==> config.mk <==
export PLATFORM = sky130hd
export DESIGN_NAME = stream_demux
export DESIGN_NICKNAME = d
export VERILOG_FILES = /design/src/rtl/stream_demux.sv
export SDC_FILE = /design/constraint.sdc
export NUM_CORES = 1
export LEC_CHECK = 0
export ABC_AREA = 1
export ABC_CLOCK_PERIOD_IN_PS = 1800
export CORE_MARGIN = 5
export CORE_UTILIZATION = 33
export CTS_BUF_LIST = sky130_fd_sc_hd__clkbuf_2
export DETAILED_ROUTE_END_ITERATION = 12
export PLACE_DENSITY = 0.83
export SETUP_SLACK_MARGIN = 0.3
export SKIP_LAST_GASP = 1
export SLEW_MARGIN = 10
export SYNTH_ARGS = -nofsm -noshare
export SYNTH_HDL_FRONTEND = slang
export SYNTH_SLANG_ARGS = --single-unit
export TNS_END_PERCENT = 1
==> constraint.sdc <==
create_clock -name clk -period 1.8 [get_ports clk]
set_input_delay 0.27 -clock clk [delete_from_list [all_inputs] [get_ports clk]]
set_output_delay 0.27 -clock clk [all_outputs]
set_load 0.02 [all_outputs]
==> src/rtl/stream_demux.sv <==
// -----------------------------------------------------------------------------
// stream_demux
//   Registered 1-to-NUM_OUT stream demultiplexer. One input beat is captured
//   into a single holding register and presented on exactly one output
//   channel the cycle after acceptance. The destination comes from s_sel
//   (directed mode) or from an internal round-robin pointer (round-robin mode).
//
// Ports:
//   clk      rising-edge clock
//   rst_n    synchronous active-low reset
//   mode     0 = directed (s_sel), 1 = round-robin (rr_ptr)
//   s_valid  input beat valid
//   s_ready  input beat accepted when s_valid && s_ready
//   s_data   input data
//   s_sel    destination channel in directed mode
//   m_valid  per-channel valid, at most one bit set
//   m_ready  per-channel ready
//   m_data   channel k at bits [k*DATA_W +: DATA_W], zero when not valid
//   err_sel  one-cycle pulse after an out-of-range s_sel beat was dropped
//   rr_ptr   next round-robin destination
// -----------------------------------------------------------------------------
module stream_demux #(
  parameter int DATA_W  = 8,
  parameter int NUM_OUT = 8,
  parameter int SEL_W   = $clog2(NUM_OUT)
) (
  input  logic                      clk,
  input  logic                      rst_n,
  input  logic                      mode,
  input  logic                      s_valid,
  output logic                      s_ready,
  input  logic [DATA_W-1:0]         s_data,
  input  logic [SEL_W-1:0]          s_sel,
  output logic [NUM_OUT-1:0]        m_valid,
  input  logic [NUM_OUT-1:0]        m_ready,
  output logic [NUM_OUT*DATA_W-1:0] m_data,
  output logic                      err_sel,
  output logic [SEL_W-1:0]          rr_ptr
);

  localparam logic [SEL_W-1:0] LP_LAST = SEL_W'(NUM_OUT - 1);

  logic              r_hold_valid;
  logic [SEL_W-1:0]  r_hold_dst;
  logic [DATA_W-1:0] r_hold_data;
  logic [SEL_W-1:0]  r_rr_ptr;
  logic              r_err_sel;

  logic [NUM_OUT-1:0] w_hold_onehot;
  logic               w_dst_ready;
  logic               w_retire;
  logic               w_accept;
  logic [SEL_W-1:0]   w_dst;
  logic               w_sel_ok;
  logic               w_dst_ok;
  logic               w_hold_valid_nxt;
  logic [SEL_W-1:0]   w_hold_dst_nxt;
  logic [DATA_W-1:0]  w_hold_data_nxt;
  logic [SEL_W-1:0]   w_rr_ptr_nxt;
  logic               w_err_sel_nxt;

  // Out-of-range selects can only exist when NUM_OUT is not a power of two.
  if ((1 << SEL_W) == NUM_OUT) begin : g_pow2
    assign w_sel_ok = 1'b1;
  end else begin : g_npow2
    assign w_sel_ok = (s_sel <= LP_LAST);
  end

  // Decode the held destination and drive the per-channel outputs.
  always_comb begin
    w_hold_onehot = {NUM_OUT{1'b0}};
    m_data        = {(NUM_OUT*DATA_W){1'b0}};
    for (int k = 0; k < NUM_OUT; k++) begin
      w_hold_onehot[k] = (r_hold_dst == SEL_W'(k));
    end
    m_valid = {NUM_OUT{r_hold_valid}} & w_hold_onehot;
    for (int k = 0; k < NUM_OUT; k++) begin
      m_data[k*DATA_W +: DATA_W] = m_valid[k] ? r_hold_data : {DATA_W{1'b0}};
    end
  end

  // Only the selected channel's ready matters; others are masked off.
  assign w_dst_ready = |(m_ready & w_hold_onehot);
  assign w_retire    = r_hold_valid && w_dst_ready;
  assign s_ready     = rst_n && (!r_hold_valid || w_dst_ready);
  assign w_accept    = s_valid && s_ready;
  assign w_dst       = mode ? r_rr_ptr : s_sel;
  // rr_ptr never leaves range, so only directed beats can be dropped.
  assign w_dst_ok    = mode || w_sel_ok;

  // Next-state for the holding register, round-robin pointer and error pulse.
  always_comb begin
    w_hold_valid_nxt = r_hold_valid;
    w_hold_dst_nxt   = r_hold_dst;
    w_hold_data_nxt  = r_hold_data;
    w_rr_ptr_nxt     = r_rr_ptr;
    w_err_sel_nxt    = w_accept && !w_dst_ok;
    if (w_accept && w_dst_ok) begin
      w_hold_valid_nxt = 1'b1;
      w_hold_dst_nxt   = w_dst;
      w_hold_data_nxt  = s_data;
    end else if (w_retire || w_accept) begin
      // An accept implies any held beat retires this cycle, so a dropped
      // beat leaves the register empty as well.
      w_hold_valid_nxt = 1'b0;
    end else begin
      w_hold_valid_nxt = r_hold_valid;
    end
    if (w_accept && mode) begin
      w_rr_ptr_nxt = (r_rr_ptr == LP_LAST) ? {SEL_W{1'b0}} : r_rr_ptr + {{(SEL_W-1){1'b0}}, 1'b1};
    end else begin
      w_rr_ptr_nxt = r_rr_ptr;
    end
  end

  // State registers with synchronous reset.
  always_ff @(posedge clk) begin
    if (!rst_n) begin
      r_hold_valid <= 1'b0;
      r_hold_dst   <= {SEL_W{1'b0}};
      r_hold_data  <= {DATA_W{1'b0}};
      r_rr_ptr     <= {SEL_W{1'b0}};
      r_err_sel    <= 1'b0;
    end else begin
      r_hold_valid <= w_hold_valid_nxt;
      r_hold_dst   <= w_hold_dst_nxt;
      r_hold_data  <= w_hold_data_nxt;
      r_rr_ptr     <= w_rr_ptr_nxt;
      r_err_sel    <= w_err_sel_nxt;
    end
  end

  assign err_sel = r_err_sel;
  assign rr_ptr  = r_rr_ptr;

endmodule

Yosys cells after proc, flatten, opt, wreduce, memory -nomap -nowiden
Index checks and enable logic that the tools add are counted.
Cells by class
  reductions and logical operators: 10
  add/sub/neg operators: 1
  equal/unequal tests: 8
  multiplexer cells: 12
  bitwise gates (word level): 2
Operators by type and width (count)
  2-to-1 mux 8 bit: 8
  AND 8 bit: 2
  == test 3 bit (second input constant): 5
  OR reduction 8 bit: 1
  == test 3 x 2 -> 1 bit (second input constant): 2
  2-to-1 mux 3 bit: 2
  logical AND 1 bit: 4
  adder 3 x 1 -> 3 bit (second input constant): 1
  == test 3 x 1 -> 1 bit (second input constant): 1
  zero test 3 bit: 1
  logical OR 1 bit: 2
  2-to-1 mux 1 bit: 2
  nonzero test 2 bit: 1
  zero test 1 bit: 1
Storage, ports and cells
  output and inout bits: 77
  input port bits: 23
  word-level logic and storage cells: 37
  register bits after elaboration: 15

Logic depth before layout (Yosys ltp)
Gate-level depths: netlist of run 1.
  word-level depth: 9
  mapped depth: 10

Least setup slack after synthesis of run 1
OpenSTA, ideal clock, no wires.
  path type: reg2out
  start: register r_hold_dst[0]
  end: output port m_data[56]
  setup slack: -0.398 ns
  cell stages (with the launch flop): 6
  arrival: 1.928 ns
  cells stage by stage: dfxtp_1 > buf_6 > inv_2 > nor4_1 > inv_1 > nor2_1
On the way
  longest elaborated chain between the ends: 3
Ends and longest elaborated chain
  from (decl): RTL line 44  | logic [SEL_W-1:0] r_hold_dst;
  from (signal assigned): RTL line 120  | r_hold_dst <= {SEL_W{1'b0}};
  from (signal assigned): RTL line 126  | r_hold_dst <= w_hold_dst_nxt;
  == test 3 bit: RTL line 74  | w_hold_onehot[k] = (r_hold_dst == SEL_W'(k));
  AND 8 bit: RTL line 76  | m_valid = {NUM_OUT{r_hold_valid}} & w_hold_onehot;
  named net m_valid[7]: RTL line 34  | output logic [NUM_OUT-1:0] m_valid,
  2-to-1 mux 8 bit: RTL line 78  | m_data[k*DATA_W +: DATA_W] = m_valid[k] ? r_hold_data : {DATA_W{1'b0}};
  to (decl): RTL line 36  | output logic [NUM_OUT*DATA_W-1:0] m_data,
The timed path passes the listed nets, and every way through them passes these cells.

Final worst setup path of run 1
  start: register r_hold_dst[1]
  end: output port m_valid[0]
On the way
  longest elaborated chain between the ends: 2
Ends and longest elaborated chain (RTL line)
  zero test 3 bit: 74
  AND 8 bit: 76
  to (decl): 34
No other way between the ends.

==> results of run 1 <==
## through the flow
stage	instances	TNS (ns)	hold slack [ns]	power (mW)
6_report	358	-0.1479	0.4740	0.8134
5_1_grt	358	-6.362	0.4934	0.8635
4_1_cts	358	-1.596	0.4779	0.8232
3_5_place_dp	354	-10.34	0.4599	0.6705
3_3_place_gp	354	-8.843	0.4541	0.6641
2_1_floorplan	191	0	0.4045	0.5431
## worst min-delay path, delay by kind of cell, from the launching register on
kind / cells / cell delay, ns
DFF: 1 / 0.33
and+or+nand+nor: 2 / 0.11
## logic make-up (layout without fill, tap and decap cells)
family | Yosys count | count (layout) | synth area share [%]
AOI/OAI and AO/OA | 5 | 5 | 2.796
adders and majority gates | 2 | 2 | 2.150
buffers and inverters | 32 | 153 | 14.52
DFF | 15 | 15 | 25.81
muxes | 3 | 3 | 2.903
other | 1 | 1 | 0.3223
and+or+nand+nor | 133 | 133 | 51.51
## per-layer routing
| layer | GRT usage [%] | vias up |
|---|---|---|
| met5 | 0 | - |
| li1 | - | 849 |
| met3 | 4.493 | 6 |
| met1 | 24.67 | 754 |
| met4 | 2.820 | 0 |
| met2 | 36.76 | 84 |
## synth_stat cells
master	count
nor2_1	71
nand3_1	23
inv_1	21
nand2_1	19
dfxtp_1	15
nand4_1	7
nor4_1	6
buf_6	5
a21oi_1	3
mux2_2	3
a21oi_2	2
buf_2	2
ha_1	2
inv_4	2
nand2_2	2
nand3_2	2
nor2_2	2
buf_4	1
conb_1	1
inv_2	1
nor2_8	1
## path summary, 6_finish.rpt
check / depth (start not counted) / slack (ns) / to / startpoint
setup reg to reg: 9 / 0.28 / r_hold_dst[2] / r_hold_dst[1]
hold / removal: 2 / 0.47 / r_hold_data[3] / r_hold_data[3]
setup / recovery: 6 / -0.03 / m_valid[0] / r_hold_dst[1]
hold reg to reg: 2 / 0.47 / r_hold_data[3] / r_hold_data[3]
## registers in the layout (all words and copies together) (netlist names)
| name | count |
|---|---|
| r_hold_data | 8 |
| r_hold_dst | 3 |
| r_hold_valid | 1 |
| rr_ptr | 3 |
## power breakdown
part / switching (mW) / total, mW / internal (mW)
Clock: 0.0954 / 0.154 / 0.0590
Sequential: 0.0161 / 0.371 / 0.355
Combinational: 0.168 / 0.288 / 0.120
## what timing repair did
item / 4_1_cts / 5_1_grt
pin swaps: 3 / 1
gates cloned: 0 / 0
endpoints found under the setup margin: 87 / 91
resized for setup: 278 / 10
## area by class of cell
| class | instances | area, sq um |
|---|---|---|
| clock buffer | 4 | 20.02 |
| fill | 340 | 1001 |
| inverter | 24 | 118.9 |
| multi-input combinational | 144 | 949.7 |
| sequential | 15 | 305.3 |
| tap | 46 | 57.56 |
| timing repair buffer | 125 | 910.9 |
==> flow_metrics.tcl, run 1 <==
set metrics [dict create \
    synth_top_area_share_pct 25.81 \
    p_leak_nw 1.124 \
    synth_seq_cells 15 \
    wl_mm 4.964 \
    via_count 1693 \
    clk_pin_slew_ns 0.13 \
    final_area_sq_um 2362 \
    arrival_ns 1.56 \
    crit_chain "buf_4 > nor2_8 > nand3_1 > buf_4 > inv_1 > dlygate4sd2_1" \
    dpl.hpwl_mm 4.171 \
    post-route-min-period_ns 1.833 \
    critical_path.most_common_cell "buf_4" \
    period_share_pct 101.8 \
    cts_tree "built" \
    die-area_sq_um 4814 \
    layout_commonest_cell "buf_2" \
    coreArea_sq_um 3363 \
    end_kind "primary output" \
    cts-root-buf "clkbuf_2" \
    syn_avg_cell_area_sq_um 6.092 \
    ios 100 \
    antenna_found_initial 0 \
    vdd_drop_max_v 0.0004474 \
    cp-start-kind "flop" \
    final_cell_mix "buf_2, nor2_2, buf_4" \
    synth.cell_area_sq_um 1164 \
    drt-met1-wl_mm 2.123 \
    ant_nets 0 \
    hold_viol_final 0 \
    route.met3.wl_um 410 \
    min_path_type "flop to flop" \
    crit_family "buffers and inverters" \
    final_nets 338 \
    synth_area_leaders "dfxtp_1, nor2_1, nand3_1" \
    yosysWarnings 0 \
    die_x_um 69.38 \
    area_delta_synth_final_pct 103.0 \
    synth_cell_types 21 \
    clkLatencyLatePin_ns 0.26 \
    highest_layer "met4" \
    grt-ovfl-total 0 \
    via_per_inst 4.729 \
    dp_worst_setup_slack_ns -0.2787 \
    syn_inst 191 \
    yosysTopAreaCell "dfxtp_1" \
    clk_path_buf_depth 2 \
    grt_max_degree 14 \
    dr.first_iter.drc_count 41 \
    grt_pass1_wl_mm 8.300 \
    wl_per_cell_um 13.87 \
    slowest_delay_ns 0.37 \
    diodes 0 \
    powerDensity_nw_per_um2 344.3 \
    placed_area_sq_um 2584 \
    cts_buffers 3 \
    violations "setup timing" \
    crit_type "flop to primary output" \
    timing.critical_path.buf_inv 4 \
    row_count 21 \
    port_buffers 98 \
    dr.pass1.iters 4 \
    crit_fanout 8 \
    synth_seq_area_share_pct 25.81 \
    drc_errors 0 \
    rsz0062_at_grt "yes" \
    outcome "finished, violations left" \
    postCtsSetupRepairBufs 0 \
    finalClockSkew_ns 0.004775 \
    cts_sinks 15 \
    wl_met2_mm 2.385 \
    worstPathRequired_ns 1.53 \
    layout_setup_ws_ns -0.03277 \
    cts.htree.levels 1 \
    finalSetupViolCount 12 \
    die_y_um 69.38 \
    drive_gt1_share_pct 57.05 \
    slowest_stage "dfxtp_2" \
    grt_use_total_pct 20.23 \
    start_util_pct 34.60 \
    synth_nets 216 \
    hold_buffers 0 \
    timing.fmax_ghz 0.5456 \
    gp_congestion 0.7506 \
    grt_pass1_vias 1640 \
    post-route-util_pct 70.24 \
    drv_slew 0 \
    maxCapViolations 0 \
]
Note: power is estimated with default switching activity, not from simulation.
==> run 2: changes to the inputs <==
--- a/config.mk
+++ b/config.mk
@@ -11,6 +11,7 @@
 export CORE_UTILIZATION = 33
 export CTS_BUF_LIST = sky130_fd_sc_hd__clkbuf_2
 export DETAILED_ROUTE_END_ITERATION = 12
+export GPL_TIMING_DRIVEN = 0
 export PLACE_DENSITY = 0.83
 export SETUP_SLACK_MARGIN = 0.3
 export SKIP_LAST_GASP = 1
==> flow_metrics.tcl, run 2 (synthesis gave the netlist of run 1 again) <==
set metrics [dict create \
    dr.pass1.iters 4 \
    final_cell_mix "nor2_2, buf_4, buf_2" \
    layout_setup_ws_ns -0.1538 \
    cp-start-kind "flop" \
    clk_pin_slew_ns 0.15 \
    die-area_sq_um 4814 \
    post-route-min-period_ns 1.954 \
    min_path_type "flop to flop" \
    crit_chain "buf_6 > buf_4 > nor4_4 > inv_2 > buf_12 > nor2_2 > buf_4" \
    crit_fanout 9 \
    ant_nets 0 \
    worstPathRequired_ns 1.53 \
    final_area_sq_um 2436 \
    final_nets 336 \
    wl_mm 5.082 \
    row_count 21 \
    regMostFlops "r_hold_data" \
    die_y_um 69.38 \
    fin_cells 356 \
    gp_congestion 0.7798 \
    dp_worst_setup_slack_ns -0.4404 \
    rsz0062_at_grt "yes" \
    grt_pass1_wl_mm 8.052 \
    vdd_drop_max_v 0.0004228 \
    placed_area_sq_um 2455 \
    cts_buffers 3 \
    place_inst 335 \
    arrival_ns 1.68 \
    largest_register_ffs 8 \
    period_share_pct 108.5 \
    grt_pass1_vias 1546 \
    coreArea_sq_um 3363 \
    end_kind "primary output" \
    dr.first_iter.drc_count 72 \
    register_area_sq_um 304.0 \
    finalSetupViolCount 72 \
    dpl.hpwl_mm 3.930 \
    wl_per_cell_um 14.28 \
    cts_tree "built" \
    crit_family "buffers and inverters" \
    violations "setup timing" \
    outcome "finished, violations left" \
    start_util_pct 34.60 \
    cts-root-buf "clkbuf_2" \
    timing.fmax_ghz 0.5118 \
    diodes 0 \
    grt-ovfl-total 0 \
    slowest_stage "dfxtp_1" \
    drive_gt1_share_pct 50.97 \
    slowest_delay_ns 0.34 \
    port_buffers 98 \
    post-route-util_pct 72.43 \
    powerDensity_nw_per_um2 342.6 \
    via_count 1696 \
    via_per_inst 4.764 \
    antenna_found_initial 0 \
    grt_use_total_pct 19.84 \
    cts.htree.levels 1 \
    die_x_um 69.38 \
    hold_buffers 0 \
    timing.critical_path.buf_inv 5 \
    ios 100 \
    total_power_mw 0.8346 \
    maxCapViolations 0 \
    grt_max_degree 11 \
    layout_commonest_cell "nor2_2" \
    multiInputGateArea_sq_um 954.7 \
    p_leak_nw 1.181 \
    crit_type "flop to primary output" \
    nFillCells 315 \
    clkLatencyLatePin_ns 0.29 \
    drv_slew 0 \
    critical_path.most_common_cell "buf_4" \
    area_delta_synth_final_pct 109.4 \
    hold_viol_final 0 \
    finalClockSkew_ns 0.002785 \
    drc_errors 0 \
    cts_sinks 15 \
    clk_path_buf_depth 2 \
]
-- run 2: changes by cell type in the layout (fill, tap and decap cells not counted), sizes merged --
cell	delta
clkinv	+1
clkinvlp	+1
dlygate4sd2	+18
buf	-12
clkdlybuf4s15	-6
clkbuf	-3
inv	-1
-- run 2: final cells by class --
type                    instances  area share, %
plain buffers                   8          3.030
clock buffers                   3         0.6163
clock inverters                 1         0.2054
inverters                      24          5.136
multi-input cells             144          39.19
flip-flops and latches         15          12.48
well taps                      46          2.363
repair buffers                115          36.98
-- run 2: timing repair --
| item | CTS | global route |
|---|---|---|
| endpoints found under the setup margin | 88 | 91 |
| buffers inserted | 13 | 4 |
| resized for setup | 224 | 29 |
| pin swaps | 2 | 4 |
-- run 2: final timing paths --
kind	startpoint	to	slack [ns]	depth (start not counted)
hold / removal	r_hold_data[0]	r_hold_data[0]	0.47	2
setup / recovery	r_hold_dst[1]	m_data[42]	-0.15	7
setup reg to reg	r_hold_dst[2]	r_hold_data[0]	0.24	10
hold reg to reg	r_hold_data[0]	r_hold_data[0]	0.47	2
-- run 2: where the power goes --
part	switching [mW]	leakage, nW	internal (mW)	total [mW]
registers	0.0144	0.124	0.354	0.368
clock network	0.113	0.0164	0.0503	0.164
logic	0.175	1.04	0.129	0.303
-- run 2: tightest hold or removal path, stage by stage, from the launching register on --
cell	delay (ns)
dfxtp_1	0.34
nand3_1	0.07
nand2_1	0.04
-- run 2: layer usage --
metal | up-vias | GRT usage (%) | wire, um
li1 | 850 | - | -
met1 | 761 | 25.20 | 2141
met2 | 78 | 35.49 | 2551
met3 | 7 | 3.043 | 336
met4 | 0 | 3.471 | 53
met5 | - | 0 | 0
-- run 2: metrics by stage --
stage	hold WS, ns	TNS, ns
2_1_floorplan	0.4045	0
3_3_place_gp	0.4507	-12.14
3_5_place_dp	0.4568	-13.58
4_1_cts	0.4763	-6.998
5_1_grt	0.5167	-11.51
6_report	0.4736	-6.853
==> run 3: changes to the inputs <==
--- a/config.mk
+++ b/config.mk
@@ -7,7 +7,7 @@
 export LEC_CHECK = 0
 export ABC_AREA = 1
 export ABC_CLOCK_PERIOD_IN_PS = 1800
-export CORE_MARGIN = 5
+export CORE_MARGIN = 2
 export CORE_UTILIZATION = 33
 export CTS_BUF_LIST = sky130_fd_sc_hd__clkbuf_2
 export DETAILED_ROUTE_END_ITERATION = 12
==> flow_metrics.tcl, run 3 (synthesis gave the netlist of run 1 again) <==
set metrics [dict create \
    finalClockSkew_ns 0.006859 \
    port_buffers 98 \
    ant_nets 0 \
    crit_chain "buf_6 > buf_12 > nor2_8 > nand3_1 > nand3_1 > nor2_2 > a21oi_2 > buf_6 > buf_4" \
    outcome "finished, violations left" \
    grt-ovfl-total 0 \
    coreArea_sq_um 3363 \
    powerDensity_nw_per_um2 344.7 \
    post-route-min-period_ns 2.001 \
    die_y_um 63.38 \
    drv_slew 0 \
    crit_start "r_hold_dst[0]" \
    die_x_um 63.38 \
    dr.first_iter.drc_count 50 \
    drive_gt1_share_pct 50.81 \
    timing.fmax_ghz 0.4997 \
    via_per_inst 4.780 \
    die-area_sq_um 4017 \
    period_share_pct 111.2 \
    pwr-share-seq_pct 43.5 \
    largest_register_ffs 8 \
    grt_max_degree 11 \
    row_count 21 \
    finalSetupViolCount 73 \
    cp-start-kind "flop" \
    final_cell_mix "nor2_2, buf_2, clkdlybuf4s50_1" \
    clk_pin_slew_ns 0.16 \
    cts_sinks 15 \
    gp_congestion 0.8988 \
    vdd_drop_max_v 0.0004242 \
    reg2reg_from "r_hold_dst[0]" \
    wl_per_cell_um 13.50 \
    power.switching_mw 0.3088 \
    rrSetupSlack_ns 0.09 \
    regMostFlops "r_hold_data" \
    post-route-util_pct 72.95 \
    power.internal_mw 0.5370 \
    clk_path_buf_depth 2 \
    slowest_stage "dfxtp_2" \
    final_nets 335 \
    place_inst 335 \
    layout_setup_ws_ns -0.2014 \
    worstPathRequired_ns 1.53 \
    ios 100 \
    fin_cells 355 \
    p_leak_nw 1.191 \
    timing.rr.end "r_hold_dst[1]" \
    hold_viol_final 0 \
    maxCapViolations 0 \
    slowest_delay_ns 0.35 \
    crit_fanout 8 \
    whs_ns 0.4714 \
    min_path_type "flop to flop" \
    sw_frac_of_total_pct 36.51 \
    reg2reg_depth 11 \
    start_util_pct 34.60 \
    crit_type "flop to primary output" \
    area_delta_synth_final_pct 110.9 \
    clkPwrFrac_pct 19.7 \
    grt_use_total_pct 24.10 \
    cts_tree "built" \
    drc_errors 0 \
    grt_pass1_vias 1620 \
    grt_pass1_wl_mm 7.941 \
    via_count 1697 \
    rsz0062_at_grt "yes" \
    cts_buffers 3 \
    cts.htree.levels 1 \
    dr.pass1.iters 4 \
    clkLatencyLatePin_ns 0.30 \
    antenna_found_initial 0 \
    arrival_ns 1.73 \
    dpl.hpwl_mm 3.555 \
    cts-root-buf "clkbuf_2" \
    violations "setup timing" \
    end_kind "primary output" \
    crit_end "s_ready" \
    fin_setup_tns_ns -8.429 \
    wl_mm 4.794 \
    diodes 0 \
    power_frac_comb_pct 36.8 \
]
## run 3: cell count changes in the layout (fill, tap and decap cells not counted), moves of 2 or more
cell,delta
buf_6,+6
buf_2,+10
nand3_2,-2
nand3_4,+2
buf_4,-17
## run 3: worst min path at each step
stage | start | endpoint | depth (start not counted)
detailed placement | r_hold_data[6] | r_hold_data[6] | 2
floorplan | rst_n | r_hold_data[5] | 2
global placement | r_hold_data[4] | r_hold_data[4] | 2
global route | r_hold_data[6] | r_hold_data[6] | 2
finish | r_hold_data[4] | r_hold_data[4] | 2
CTS | r_hold_data[6] | r_hold_data[6] | 2
## run 3: worst max-delay path, delay by kind of cell, from the launching register on
kind | cells | cell delay [ns]
AO/OA/AOI/OAI | 1 | 0.17
flip-flops | 1 | 0.35
AND/OR/NAND/NOR | 4 | 0.40
buffers and inverters | 4 | 0.52
## run 3: per-stage QoR
| stage | worst slack [ns] | area (sq um) | total power, mW |
|---|---|---|---|
| global placement | -0.4176 | 2455 | 0.6492 |
| global route | -0.3108 | 2454 | 0.8932 |
| floorplan | 0.1260 | 1416 | 0.5431 |
| CTS | -0.1356 | 2399 | 0.8330 |
| detailed placement | -0.4109 | 2455 | 0.6514 |
| finish | -0.2014 | 2454 | 0.8459 |
## run 3: power groups by stage
stage               logic, mW  clock network, mW  registers, mW
floorplan               0.167                  0          0.376
global placement        0.275                  0          0.374
detailed placement      0.276                  0          0.375
CTS                     0.301              0.165          0.368
global route            0.337              0.186          0.370
finish                  0.311              0.167          0.368
## run 3: what timing repair did
action	CTS	global route
hold endpoints to repair	0	0
gates resized for setup	248	3
endpoints found under the setup margin	80	91
hold buffers	0	0
pin swaps	4	2
setup buffers	11	5
## run 3: cell type report
| type | instances | area, sq um |
|---|---|---|
| Sequential cell | 15 | 305.3 |
| Fill cell | 307 | 909.6 |
| Clock inverter | 1 | 5.005 |
| Timing Repair Buffer | 114 | 904.6 |
| Inverter | 24 | 122.6 |
| Clock buffer | 3 | 15.01 |
| Buffer | 8 | 73.82 |
| Multi-Input combinational cell | 144 | 969.7 |
| Tap cell | 46 | 57.56 |
## run 3: per-layer routing
layer | track usage, % | wire (um) | vias up
li1 | - | - | 847
met1 | 28.29 | 1930 | 771
met2 | 43.16 | 2365 | 70
met3 | 5.714 | 422 | 9
met4 | 7.065 | 74 | 0
met5 | 0 | 0 | -
